==> config.mk <==
export PLATFORM = sky130hd
export DESIGN_NAME = dff_skid_buffer
export DESIGN_NICKNAME = d
export VERILOG_FILES = /design/src/rtl/dff_skid_buffer.sv
export SDC_FILE = /design/constraint.sdc
export NUM_CORES = 1
export LEC_CHECK = 0
export ABC_AREA = 1
export CORE_AREA = 8 8 45 47
export DETAILED_ROUTE_END_ITERATION = 10
export DIE_AREA = 0 0 53 55
export GPL_TIMING_DRIVEN = 0
export SLEW_MARGIN = 20
export SYNTH_ARGS = -nofsm -noshare
export SYNTH_HDL_FRONTEND = slang
export SYNTH_SLANG_ARGS = --single-unit
==> constraint.sdc <==
create_clock -name clk -period 1 [get_ports clk]
set_input_delay 0.15 -clock clk [delete_from_list [all_inputs] [get_ports clk]]
set_output_delay 0.15 -clock clk [all_outputs]
set_load 0.01 [all_outputs]
==> src/rtl/dff_skid_buffer.sv <==
// Two-entry valid/ready skid buffer. Both handshake outputs and out_data are
// decoded from registered state only, so neither side sees a combinational path.
module dff_skid_buffer #(
   parameter int WIDTH = 1
) (
   input  logic             clk,
   input  logic             reset,
   input  logic             flush,
   input  logic             in_valid,
   output logic             in_ready,
   input  logic [WIDTH-1:0] in_data,
   output logic             out_valid,
   input  logic             out_ready,
   output logic [WIDTH-1:0] out_data,
   output logic [1:0]       count
);

   typedef enum logic [1:0] {
      EMPTY = 2'd0,
      BUSY  = 2'd1,
      FULL  = 2'd2
   } state_t;

   state_t           state_q, state_d;
   logic [WIDTH-1:0] main_q, main_d;
   logic [WIDTH-1:0] skid_q, skid_d;
   logic             in_fire, out_fire;

   assign in_fire  = in_valid & in_ready;
   assign out_fire = out_valid & out_ready;

   // Flush only clears occupancy; the payload registers simply hold.
   always_ff @(posedge clk) begin
      if (reset) begin
         state_q <= EMPTY;
         main_q  <= '0;
         skid_q  <= '0;
      end else if (flush) begin
         state_q <= EMPTY;
      end else begin
         state_q <= state_d;
         main_q  <= main_d;
         skid_q  <= skid_d;
      end
   end

   always_comb begin
      state_d = state_q;
      main_d  = main_q;
      skid_d  = skid_q;
      case (state_q)
         EMPTY: begin
            if (in_fire) begin
               main_d  = in_data;
               state_d = BUSY;
            end
         end
         BUSY: begin
            if (in_fire && out_fire) begin
               main_d = in_data;
            end else if (in_fire) begin
               skid_d  = in_data;
               state_d = FULL;
            end else if (out_fire) begin
               state_d = EMPTY;
            end
         end
         FULL: begin
            if (out_fire) begin
               main_d  = skid_q;
               state_d = BUSY;
            end
         end
         default: state_d = EMPTY;
      endcase
   end

   always_comb begin
      in_ready  = (state_q != FULL);
      out_valid = (state_q != EMPTY);
      count     = state_q;
      out_data  = main_q;
   end

endmodule

-- Word level (Yosys, flattened, before mapping)
Cells that the tools add are included.
- register bits after elaboration: 4
- bits of input ports: 6
- output and inout port bits: 5
- word-level logic and storage cells: 33
- equality and inequality tests: 8
- muxes and demuxes: 10
- bitwise operators: 4
- reduce and logical (&&, ||, !) cells: 8
- operators with widths (cell ; number):
    2-to-1 mux 2 bit ; 5
    inequality test 2 bit, second input constant ; 5
    AND reduction 4 bit ; 2
    case mux 2 bit (3 select lines) ; 1
    AND reduction 5 bit ; 1
    2-to-1 mux 1 bit ; 3
    inequality test 3 bit, second input constant ; 1
    case mux 1 bit (3 select lines) ; 1
    nonzero test 3 bit ; 1
    bitwise AND 1 bit ; 2
    == test 2 x 1 -> 1 bit, second input constant ; 1
    == test 2 bit, second input constant ; 1
    zero test 2 bit ; 1
    NOT 1 bit ; 2
    nonzero test 2 bit ; 1
    OR reduction 2 bit ; 1
    logical AND 1 bit ; 1

-- Depth between registers and ports, before layout
Gate-level depths: netlist of run 1.
- word-level depth: 6
- gate-level depth with buffers: 7
- gate-level depth less buffers: 7

-- Least setup slack after synthesis of run 1
OpenSTA, ideal clock, no wires.
- path kind: reg2reg
- start: register state_q[0], in the netlist count[0]
- end: register main_q, in the netlist out_data
- library setup time: 0.115 ns
- arrival: 0.940 ns
- required time: 0.885 ns
- path slack: -0.055 ns
- stages on the path, launching flop included: 8
- path buffers: 0
- path through: dfxtp_1 > inv_2 > nand2_2 > nand2_1 > o21ai_1 > nand3_1 > nand2_1 > nor2_1
- word-level cells in the longest chain between the ends: 5
- elaborated cells between the ends (all ways): 14
- classes of those cells: eq/ne (6); mux (1); bitwise (2); reduce/logical (5)
- RTL lines (item ; RTL line ; RTL):
    start, declared ; 24 ; state_t state_q, state_d;
    start signal, assigned ; 41 ; state_q <= state_d;
    inequality test 2 bit (*) ; 79 ; in_ready = (state_q != FULL);
    named net in_ready ; 10 ; output logic in_ready,
    bitwise AND 1 bit (*) ; 29 ; assign in_fire = in_valid & in_ready;
    logical AND 1 bit ; 59 ; if (in_fire && out_fire) begin
    inequality test 2 bit (no line) ; - ;
    AND reduction 5 bit (no line) (*) ; - ;
    end signal, assigned ; 42 ; main_q <= main_d;
    end, declared ; 25 ; logic [WIDTH-1:0] main_q, main_d;
Mark *: on every way through the listed nets, which the timed path passes. The rest lies on a longest branch.
A chain may end at the register's enable or synchronous reset.

-- Worst setup path after layout of run 1
- start: register state_q[0], in the netlist count[0]
- end: output out_valid
- word-level cells in the longest chain between the ends: 1
- RTL lines (item ; RTL line ; RTL):
    nonzero test 2 bit ; 80 ; out_valid = (state_q != EMPTY);
    end, declared ; 12 ; output logic out_valid,
Every way passes these cells.

==> results.toml, run 1 <==
[clock_network]
clock_tree.root_cell = "sky130_fd_sc_hd__clkbuf_4"
clock-sinks = 4
clkLatencyLatePin_ns = 0.24
cts_inserted_buffers = 3
cts_hold_buf = 0
tritoncts_clock_tree = "yes"
clkTransAtPathRegs_ns = 0.04
buffer_depth_of_the_longest_clock_path = 2
h-tree-depth = 1

[routing]
violation_count_after_the_first_detailed_route_iteration = 2
detail-route-antenna-nets = 0
via_per_inst = 4.30
wl_per_cell_um = 11.5
dr_total_vias = 314
drtPass1Iterations = 2
route.final.wire_length_um = 840
drc_errors = 0

[finish]
syn_to_final_growth_pct = 91.3
final_net_count = 65
insertedDiodeCount = 0
postLayoutCellArea_um2 = 498
final_layout_size_suffix_gt1_share_pct = 52.6

[sta]
setup_slack_ns = -0.106
final.period_utilization_pct = 111
final_max_slew_viol_count = 0
fmaxAchievable_ghz = 0.904
setup-violations-final = 5
period_minus_slack_ns = 1.11
relSlewSlack_pct = 86.6
timing_hold_violations_final = 0
unrepaired_setup_endpoints_after_global_routing = "yes"
worstMarginPinSlew_ns = 0.200
clock_skew_ns = 0.00706

[yosys]
synth_top_cells_by_area = "sky130_fd_sc_hd__dfxtp_1, sky130_fd_sc_hd__nand2_1, sky130_fd_sc_hd__a21oi_1"
yosysUniqueCellTypes = 13
async_flop_share_pct = 0
synthMostInstantiatedCell = "sky130_fd_sc_hd__nand2_1"
synth_simple_gate_area_share_pct = 46.2
number_of_flops_mapped_to_enable_cells_by_yosys = 0
area_fraction_in_compound_gates_after_synthesis_pct = 11.5
largest_family_of_logic_cells_by_synthesized_area = "simple AND/OR/NAND/NOR gates"
yosys_register_bits = 4
synth_common_cells = "sky130_fd_sc_hd__nand2_1, sky130_fd_sc_hd__a21oi_1, sky130_fd_sc_hd__inv_1, sky130_fd_sc_hd__nand3_1"
yosys.area_share.adder_pct = 0
synth.area.mux_share_pct = 0
synth_flop_cell = "sky130_fd_sc_hd__dfxtp_1"
syn_avg_cell_area_um2 = 6.51
synth.cell_area_um2 = 260
postSynthCellCount = 40
yosys.area.top_type_share_pct = 30.8
synth.yosys.warnings = 0
leading_area_contributor_after_synthesis = "sky130_fd_sc_hd__dfxtp_1"
post_synthesis_net_count = 46
ys_seq_area_share_pct = 30.8
xor_xnor_portion_of_the_synthesized_cell_area_pct = 0

[worst_setup_path]
timing.critical_path.from_type = "flip-flop"
critical_path_peak_fanout = 3
critPathCaptureType = "output port"
cell_chain_of_the_critical_path = "buf_6 -> nor2_4 -> inv_2 -> buf_6"
critPathMostFrequentCell = "sky130_fd_sc_hd__buf_6"
max_stage_delay_ns = 0.34
critPathRequiredTime_ns = 0.85
r2r_cells = 7
critPathSlowestCell = "sky130_fd_sc_hd__dfxtp_4"
worstSetupPathType = "flip-flop to output port"
critical_path_arrival_ns = 0.96

[grt]
grt_max_degree = 6
grt_pass1_wl_um = 1270
grt_use_total_pct = 6.01
number_of_global_route_vias_before_repair = 315
grt_overflow_total = 0
antenna_found_initial = 0

[power]
cellLeakagePower_nw = 0.242
ir_worst_vdd_v = 0.000626
power_density_mw_per_mm2 = 987
totalPowerFinal_uw = 492

[place]
placed_cell_area_um2 = 383
globalplace.congestion = 0.726
pre_cts_slack_ns = -0.273
io_buffer_count = 10
place.detailed.hpwl_um = 545

[floorplanning]
core_area_mm2 = 0.00138
num_rows = 14
dieWidth_um = 53
io_pins = 11
floorplan.initialDensity_pct = 18.8
die_area_mm2 = 0.00292
dieHeight_um = 55

[status]
status = "finished, violations left"
failing_checks = "negative setup slack"

[min_path]
whs_path_depth = 4
path_type_of_the_worst_min_delay_path = "primary input to flip-flop"

[job]
max_capacitance_violation_count = 0
## what timing repair did
item	in CTS	in global routing
setup endpoints to repair	6	6
pin swaps	1	5
hold endpoints to repair	0	0
cloned	0	0
gates resized for setup	24	15
setup buffers	4	0
## layout by cell type, fill, tap and decap left out
master	netlist	layout
sky130_fd_sc_hd__dfxtp_1	4	2
sky130_fd_sc_hd__inv_1	5	4
sky130_fd_sc_hd__nand2_2	1	2
sky130_fd_sc_hd__buf_2	0	2
sky130_fd_sc_hd__and3_1	1	1
sky130_fd_sc_hd__dlymetal6s2s_1	0	2
sky130_fd_sc_hd__clkdlybuf4s50_1	0	3
sky130_fd_sc_hd__a21oi_1	5	3
sky130_fd_sc_hd__buf_6	0	5
sky130_fd_sc_hd__nand3_1	5	1
sky130_fd_sc_hd__dfxtp_4	0	2
sky130_fd_sc_hd__nor2_4	1	3
sky130_fd_sc_hd__buf_4	0	1
sky130_fd_sc_hd__nand2_4	0	1
sky130_fd_sc_hd__inv_2	3	4
sky130_fd_sc_hd__clkbuf_4	0	3
sky130_fd_sc_hd__nand3_2	0	4
sky130_fd_sc_hd__a21oi_2	0	2
sky130_fd_sc_hd__nand3b_4	1	1
sky130_fd_sc_hd__nand2_1	8	6
sky130_fd_sc_hd__o21ai_1	1	1
sky130_fd_sc_hd__nor2_1	4	3
sky130_fd_sc_hd__dlygate4sd2_1	0	1
## final cells by class
type	instances	area [µm²]
clock buffer	3	22.5
tap	16	20.0
timing repair buffer	14	138
multi-input combinational	28	200
inverter	8	30.0
sequential	4	87.6
fill	154	886
## report_power, final
group	total [mW]	internal (mW)	switching (mW)
clock	0.201	0.134	0.0672
combinational	0.121	0.0622	0.0589
sequential	0.169	0.164	0.00541
total	0.492	0.360	0.132
## worst paths after layout
| check | start | endpoint | slack, ns |
|---|---|---|---|
| hold / removal | out_ready | count[1]$_SDFFE_PP0P_ | 0.24 |
| setup reg to reg | count[0]$_SDFFE_PP0P_ | count[0]$_SDFFE_PP0P_ | -0.09 |
| hold reg to reg | out_data$_SDFFE_PP0P_ | out_data$_SDFFE_PP0P_ | 0.49 |
| setup / recovery | count[0]$_SDFFE_PP0P_ | out_valid | -0.11 |
## logic make-up after synthesis
| logic type | Yosys count |
|---|---|
| compound gates | 6 |
| simple gates | 22 |
| buf+inv | 8 |
| flops | 4 |
## stage by stage
| step | hold WS (ns) | util (%) | std cells | setup TNS, ns |
|---|---|---|---|---|
| after detailed placement | 0.478 | 27.7 | 66 | -1.29 |
| after global routing | 0.284 | 36.0 | 73 | -0.589 |
| after CTS | 0.492 | 32.2 | 73 | -0.443 |
| after global placement | 0.473 | 27.7 | 66 | -1.26 |
| final | 0.241 | 36.0 | 73 | -0.341 |
| after floorplan | 0.283 | - | 40 | 0 |
## worst max-delay path: cells and delay by family (launching register included)
kind	cells	cell delay, ns
flops	1	0.34
simple gates	1	0.09
buf+inv	3	0.28
## routing by layer
layer  track usage [%]  routed length [µm]  vias to the layer above  part of all wire (%)
li1                  -                   -                      163                     -
met4              2.59                   0                        0                     0
met3              4.81                  80                        0                   9.5
met5                 0                   0                        -                     0
met2              9.18                 394                       11                    47
met1              5.93                 365                      140                    43
## sequential cells by signal (all words and copies together) (netlist names)
register	cells
count	2
out_data	1
skid_q	1
(Power assumes the default switching activity.)
==> run 2, diff against run 1 <==
--- a/config.mk
+++ b/config.mk
@@ -6,6 +6,7 @@
 export NUM_CORES = 1
 export LEC_CHECK = 0
 export ABC_AREA = 1
+export CAP_MARGIN = 10
 export CORE_AREA = 8 8 45 47
 export DETAILED_ROUTE_END_ITERATION = 10
 export DIE_AREA = 0 0 53 55
==> results of run 2 <==
Same layout as run 1: the final DEF is identical, and so are final timing and power.
